`config.mk`:
```
export PLATFORM = sky130hd
export DESIGN_NAME = serial_alu_sequencer
export DESIGN_NICKNAME = d
export VERILOG_FILES = /design/src/rtl/serial_alu_sequencer.sv
export SDC_FILE = /design/constraint.sdc
export NUM_CORES = 1
export LEC_CHECK = 0
export CORE_ASPECT_RATIO = 0.75
export CORE_MARGIN = 2
export CORE_UTILIZATION = 45
export CTS_BUF_LIST = sky130_fd_sc_hd__clkbuf_8
export DETAILED_ROUTE_END_ITERATION = 8
export GPL_ROUTABILITY_DRIVEN = 0
export GPL_TIMING_DRIVEN = 0
export PLACE_DENSITY = 0.79
export SLEW_MARGIN = 0
export SYNTH_ARGS = -nofsm -noshare
export SYNTH_HDL_FRONTEND = slang
export SYNTH_SLANG_ARGS = --single-unit
```
`constraint.sdc`:
```
create_clock -name clk -period 1.6 [get_ports clk]
set_clock_uncertainty 0.2 [all_clocks]
set_input_delay 0.24 -clock clk [delete_from_list [all_inputs] [get_ports clk]]
set_output_delay 0.24 -clock clk [all_outputs]
set_load 0.02 [all_outputs]
```
`src/rtl/serial_alu_sequencer.sv`:
```
// Purpose: bit-serial front end for the 1-bit ALU slice, LSB first, carry chained.
// Latency: accept edge T, WIDTH RUN cycles, out_valid high after edge T+WIDTH.
// Backpressure: in_ready only in IDLE; result held in DONE until out_ready.
//
// Ports:
//   clk, rst                      clock, synchronous active-high reset
//   in_valid/in_ready             operation handshake (in_op1, in_op2, in_mode,
//                                 in_opsel, in_cin)
//   slice_op1/op2/mode/opsel/cin  operand bit pair and controls to the slice
//   slice_result/slice_cout       combinational slice outputs
//   out_valid/out_ready           result handshake (out_result, out_cout)
//   busy                          high in RUN or DONE
module serial_alu_sequencer #(
  parameter int WIDTH = 8
) (
  input  logic             clk,
  input  logic             rst,
  input  logic             in_valid,
  output logic             in_ready,
  input  logic [WIDTH-1:0] in_op1,
  input  logic [WIDTH-1:0] in_op2,
  input  logic             in_mode,
  input  logic [2:0]       in_opsel,
  input  logic             in_cin,
  output logic             slice_op1,
  output logic             slice_op2,
  output logic             slice_mode,
  output logic [2:0]       slice_opsel,
  output logic             slice_cin,
  input  logic             slice_result,
  input  logic             slice_cout,
  output logic             out_valid,
  input  logic             out_ready,
  output logic [WIDTH-1:0] out_result,
  output logic             out_cout,
  output logic             busy
);

  localparam int CW = (WIDTH > 1) ? $clog2(WIDTH) : 1;
  localparam logic [CW-1:0] LAST_BIT = CW'(WIDTH - 1);

  localparam logic [1:0] ST_IDLE = 2'd0;
  localparam logic [1:0] ST_RUN  = 2'd1;
  localparam logic [1:0] ST_DONE = 2'd2;

  logic [1:0]       state;
  logic [WIDTH-1:0] op1_sh;
  logic [WIDTH-1:0] op2_sh;
  logic [WIDTH-1:0] res_sh;
  logic [WIDTH-1:0] res_next;
  logic             carry;
  logic             mode_q;
  logic [2:0]       opsel_q;
  logic [CW-1:0]    cnt;

  // Result bits enter at the MSB and move right, so after WIDTH shifts
  // the first (LSB) result bit sits at bit 0. A 1-bit word has nothing to shift.
  generate
    if (WIDTH == 1) begin : g_res_w1
      assign res_next = slice_result;
    end else begin : g_res_wn
      assign res_next = {slice_result, res_sh[WIDTH-1:1]};
    end
  endgenerate

  assign in_ready = (state == ST_IDLE);
  assign busy     = (state != ST_IDLE);

  // Slice inputs are only meaningful in RUN; hold them quiet otherwise.
  always_comb begin
    slice_op1   = 1'b0;
    slice_op2   = 1'b0;
    slice_mode  = 1'b0;
    slice_opsel = 3'd0;
    slice_cin   = 1'b0;
    if (state == ST_RUN) begin
      slice_op1   = op1_sh[0];
      slice_op2   = op2_sh[0];
      slice_mode  = mode_q;
      slice_opsel = opsel_q;
      slice_cin   = carry;
    end
  end

  always_ff @(posedge clk) begin
    if (rst) begin
      state      <= ST_IDLE;
      op1_sh     <= '0;
      op2_sh     <= '0;
      res_sh     <= '0;
      carry      <= 1'b0;
      mode_q     <= 1'b0;
      opsel_q    <= 3'd0;
      cnt        <= '0;
      out_valid  <= 1'b0;
      out_result <= '0;
      out_cout   <= 1'b0;
    end else begin
      case (state)
        ST_IDLE: begin
          if (in_valid) begin
            op1_sh  <= in_op1;
            op2_sh  <= in_op2;
            mode_q  <= in_mode;
            opsel_q <= in_opsel;
            carry   <= in_cin;
            cnt     <= '0;
            res_sh  <= '0;
            state   <= ST_RUN;
          end
        end
        ST_RUN: begin
          res_sh <= res_next;
          carry  <= slice_cout;
          op1_sh <= op1_sh >> 1;
          op2_sh <= op2_sh >> 1;
          if (cnt == LAST_BIT) begin
            // Final bit: publish the word straight from the shift input
            // so the last slice result is not lost a cycle.
            out_result <= res_next;
            out_cout   <= slice_cout;
            out_valid  <= 1'b1;
            state      <= ST_DONE;
          end else begin
            cnt <= cnt + CW'(1);
          end
        end
        ST_DONE: begin
          if (out_ready) begin
            out_valid <= 1'b0;
            state     <= ST_IDLE;
          end
        end
        default: state <= ST_IDLE;
      endcase
    end
  end

endmodule

```
Yosys cells after proc, flatten, opt, wreduce, memory -nomap -nowiden
Cells that the tools add are included.
{"block": "classes", "addsub": 1, "eq_ne": 7, "n_mux": 23, "reduce_logical": 10}
{"op": "$pmux W8 S2", "count": 3}
{"op": "$mux W8", "count": 3}
{"op": "$mux W3", "count": 3}
{"op": "$reduce_and A3 Y1", "count": 3}
{"op": "$mux W1", "count": 7}
{"op": "$mux W2", "count": 3}
{"op": "$ne A2 B2 Y1 const B", "count": 3}
{"op": "$pmux W2 S3", "count": 1}
{"op": "$pmux W3 S2", "count": 1}
{"op": "$reduce_and A2 Y1", "count": 3}
{"op": "$reduce_bool A2 Y1", "count": 3}
{"op": "$pmux W1 S2", "count": 2}
{"op": "$add A3 B1 Y3 const B", "count": 1}
{"op": "$eq A3 B3 Y1 const B", "count": 1}
{"op": "$eq A2 B1 Y1 const B", "count": 1}
{"op": "$eq A2 B2 Y1 const B", "count": 1}
{"op": "$logic_not A2 Y1", "count": 1}
{"op": "$ne A2 B1 Y1 const B", "count": 1}
{"block": "totals", "regBits": 44, "in_bits": 27}

Depth between registers and ports, before layout
{"block": "logic_depth", "depth_word": 3, "ltp_mapped": 6, "ltp_nobuf": 5}

Least setup slack after synthesis
No wires, ideal clock.
{"block": "synth_timing", "kind": "register -> register", "startpoint": "reg cnt[0]", "endpoint": "reg cnt[2]", "setup_time_ps": 74, "arrival_time_ps": 1289, "t_required_ps": 1326, "slack_ps": 37, "path_stages_with_launch": 7, "path_buffers": 2, "path_cell_list": "dfxtp_1 -> ha_1 -> ha_1 -> buf_2 -> clkbuf_1 -> nand3_1 -> a31oi_1"}
{"block": "synth_between", "elab_chain_len": 3}
{"item": "from (decl)", "line": "54", "rtl": "logic [CW-1:0] cnt;"}
{"item": "from (signal assigned)", "line": "125", "rtl": "cnt <= cnt + CW'(1);"}
{"item": "$add A3 B1 Y3 or $eq A3 B3 Y1 (tied branches)", "line": "125, 117"}
{"item": "$mux W3 or $ne A2 B2 Y1 (tied branches)"}
{"item": "$pmux W3 S2 or $reduce_and A3 Y1 (tied branches)"}
Several ways; a longest one is shown, not always the timed one. The select of a mux whose other input is x is not followed.
A chain may end at the register's enable or synchronous reset.

Worst setup path in the final report
{"block": "layout_timing", "startpoint": "reg state[1]", "endpoint": "out slice_mode"}
{"block": "layout_between", "elab_chain_len": 2}
{"item": "from (decl)", "line": "46", "rtl": "logic [1:0] state;"}
{"item": "from (signal assigned)", "line": "87", "rtl": "state <= ST_IDLE;"}
{"item": "from (signal assigned)", "line": "109", "rtl": "state <= ST_RUN;"}
{"item": "from (signal assigned)", "line": "123", "rtl": "state <= ST_DONE;"}
{"item": "$eq A2 B1 Y1", "line": "76", "rtl": "if (state == ST_RUN) begin"}
{"item": "$mux W1", "line": "76"}
{"item": "to (decl)", "line": "27", "rtl": "output logic slice_mode,"}
No other way between the ends.

==> run metrics <==
capturing instance or port of the critical path slice_mode; net switching power 599 uW; part of the total power dissipated in sequential elements 47.2%; count of antenna diodes in the layout 0; antenna violations before repair 0; unrepaired setup endpoints after global routing yes; P&R area growth vs syn 49.0%; DRC viols 0; cell taking the most area after synthesis dfxtp_1; global-route wire length before repair 7110 um; Tmin final 1640 ps; clock transition time at the flip-flop clock pins of the worst setup and hold paths 90 ps; Worst R2R Start state[0]$_SDFFE_PP0P_; critical path peak fanout 5; Worst EP required 1160 ps; post-synth cell types 28; synthesized netlist cell count 210; most repeated cell in the gate-level netlist after synthesis dfxtp_1; Hold Worst Slack 86.8 ps; sequential element share of the synthesized area 47.0%; met3 WL post-DR 311 um; proportion of layout cells with a drive suffix above 1 25.0%; post-route clock period utilization 102%; Synth area leaders dfxtp_1 47%, mux2i_1 8.7%, a21oi_1 6.3%; number of max-capacitance violations reported 0; final setup violation count 9; Achievable Freq slightly above 600 MHz; WP data arrival 1200 ps; iteration count of the initial detailed-routing pass 4; cell internal pwr 1830 uW; status finished with violations; Post-synth EDFFs 0; Cell Rows 20; post-synth design cell area 0.00183 mm^2; overall routed net length 4630 um; kind of start point of the critical path flip-flop; detailed-route wire length on metal 1 2070 um; Slew Viols, Final 0; Nets 304; Boundary Pins 46; Iteration-0 DRC Markers 105; total number of clock tree sinks 43; via count of the routed design 1714; register-to-register setup slack -30 ps; post-synth top area share 47.0%; initial cell density of the core 46.0%; source-to-sink clock delay at the later pin of the worst-skew pair ~300 ps; via count of the first global-routing pass 1563; most instantiated flip-flop cell in the synthesis netlist dfxtp_1; total routing resource utilization after global routing 20.2%; violated checks negative setup slack; maximum number of pins on one net before global-route repair 15; setup slack at placement -439 ps; clock tree from TritonCTS done; tightest slew margin relative to the limit approximately 63%; maximum clock path buffer count 2; worst setup path category reg2out; DIE AREA 0.00460 mm^2; floorplan die height 59.3 um; Reg2Reg Depth 6; count of buffers from port buffering 44; area of the core 0.00398 mm^2; number of buffers created by CTS 5; maximum level of the CTS H-tree 2; number of buffers inserted for hold repair after clock tree synthesis 0; CP startpoint state[1]$_SDFFE_PP0P_; category of the worst setup path capture point output pin; P per Cell Area just under 900 mW/mm^2; switch share between 20% and 30%; DR WL met2 approximately 2200 um; average cell area after synthesis 8.72 um^2; Final Hold Violating Endpoints 0; Leak Pwr 0.00113 uW; worst vdd rail ir drop 517 uV; highest layer used for signal routing met4; hold crit path type in2reg; register bit total from synthesis 43; routed vias/inst 5.18; async set or reset register ratio after synthesis 0%; worst path setup slack after routing -38.6 ps; post-route ant nets 0; Die X-Extent 77.7 um; Routed wire per std cell about 14 um; clock root cell clkbuf_8; estimated wirelength of the detail-placed design 2840 um; measured slew at the worst slew-check pin 552 ps; synth cell count leaders 43 x dfxtp_1, 29 x nand2_1, 23 x a21oi_1, 20 x nand3_1, 19 x nor2_1; number of warnings issued by yosys 0; capture instance of the worst register-to-register path op2_sh[3]$_SDFFE_PP0P_; total global routing overflow 0; Combinational Power Share 15.4%; clock network fraction of design power between 30% and 40%; Post-Syn Nets 239
==> worst min-delay path by stage <==
stage,startpoint,depth (start not counted),to
after detailed placement,out_result[4]$_SDFFE_PP0P_,2,out_result[4]$_SDFFE_PP0P_
final,rst,2,op2_sh[1]$_SDFFE_PP0P_
after CTS,rst,2,carry$_SDFFE_PP0P_
after global routing,rst,2,op2_sh[1]$_SDFFE_PP0P_
after global placement,mode_q$_SDFFE_PP0P_,2,mode_q$_SDFFE_PP0P_
after floorplan,in_mode,2,mode_q$_SDFFE_PP0P_
==> worst max-delay path, stage by stage, from the launching register on <==
cell and delay [ps]:
dfxtp_2 340, and2b_4 290, and2_4 160, buf_6 110
==> per-layer routing <==
| metal | global-route usage [%] | up-vias |
|---|---|---|
| li1 | - | 857 |
| met4 | 7.91 | 0 |
| met3 | 4.27 | 12 |
| met1 | 26.9 | 789 |
| met2 | 32.8 | 56 |
| met5 | 0 | - |
==> power by group through the flow <==
stage | Clock [uW] | Sequential [uW] | Combinational [uW]
final | 910 | 1150 | 374
after global routing | 977 | 1150 | 404
after CTS | 917 | 1140 | 335
after detailed placement | 0 | 1170 | 300
after global placement | 0 | 1170 | 294
after floorplan | 0 | 1160 | 179
==> per-stage QoR <==
step                      area (um^2)  power [uW]  instances  TNS (ps)  utilization [%]
final                            2730        2430        331      -266             68.6
after global routing             2730        2530        331      -689             68.6
after CTS                        2610        2400        327      -789             65.5
after detailed placement         2340        1470        309    -10130             58.8
after global placement           2340        1460        309     -9100             58.8
after floorplan                  1830        1340        210         0                -
==> layout by cell type, fill, tap and decap left out, drive strengths merged <==
cell type and n:
nor3b 1, mux2i 16, inv 3, nand2b 1
o21ba 1, o21ai 1, dfxtp 43, clkdlybuf4s50 24
a21oi 23, buf 30, a31oi 3, nand3 20
nor2 19, and2 7, and2b 2, dlygate4sd2 10
nor3 1, nand3b 1, nor2b 1, or3b 2
o21bai 1, nor4b 1, a211oi 15, nand2 29
dlymetal6s2s 1, bufinv 1, a22oi 2, clkbuf 15
ha 2
==> cell families (layout without fill, tap and decap cells) <==
group	after synthesis	in the layout	share of synthesized area (%)
AO/OA/AOI/OAI	46	46	15.5
adder cells (fa/ha/maj)	2	2	1.37
buffers and inverters	19	84	5.60
flip-flops	43	43	47.0
multiplexers	16	16	8.74
AND/OR/NAND/NOR	84	85	21.8
==> what timing repair did <==
action | in CTS | in global routing
cloned | 0 | 1
endpoints found under the setup margin | 29 | 48
gates resized for setup | 85 | 32
setup buffers | 10 | 4
pin swaps | 2 | 13
==> flip-flops by register name, indices dropped and copies added (netlist names) <==
signal,cells
carry,1
mode_q,1
op2_sh,8
res_sh,7
state,2
out_result,8
out_valid,1
op1_sh,8
opsel_q,3
cnt,3
out_cout,1
==> layout make-up <==
type / instances / area, um^2
plain buffers: 16 / 135
clock buffers: 6 / 82.6
clock inverters: 2 / 38.8
fillers: 325 / 1250
inverters: 2 / 7.51
multi-input cells: 149 / 975
flip-flops and latches: 43 / 867
well taps: 55 / 68.8
repair buffers: 58 / 554
No activity file was read; power rests on OpenSTA's default activity.
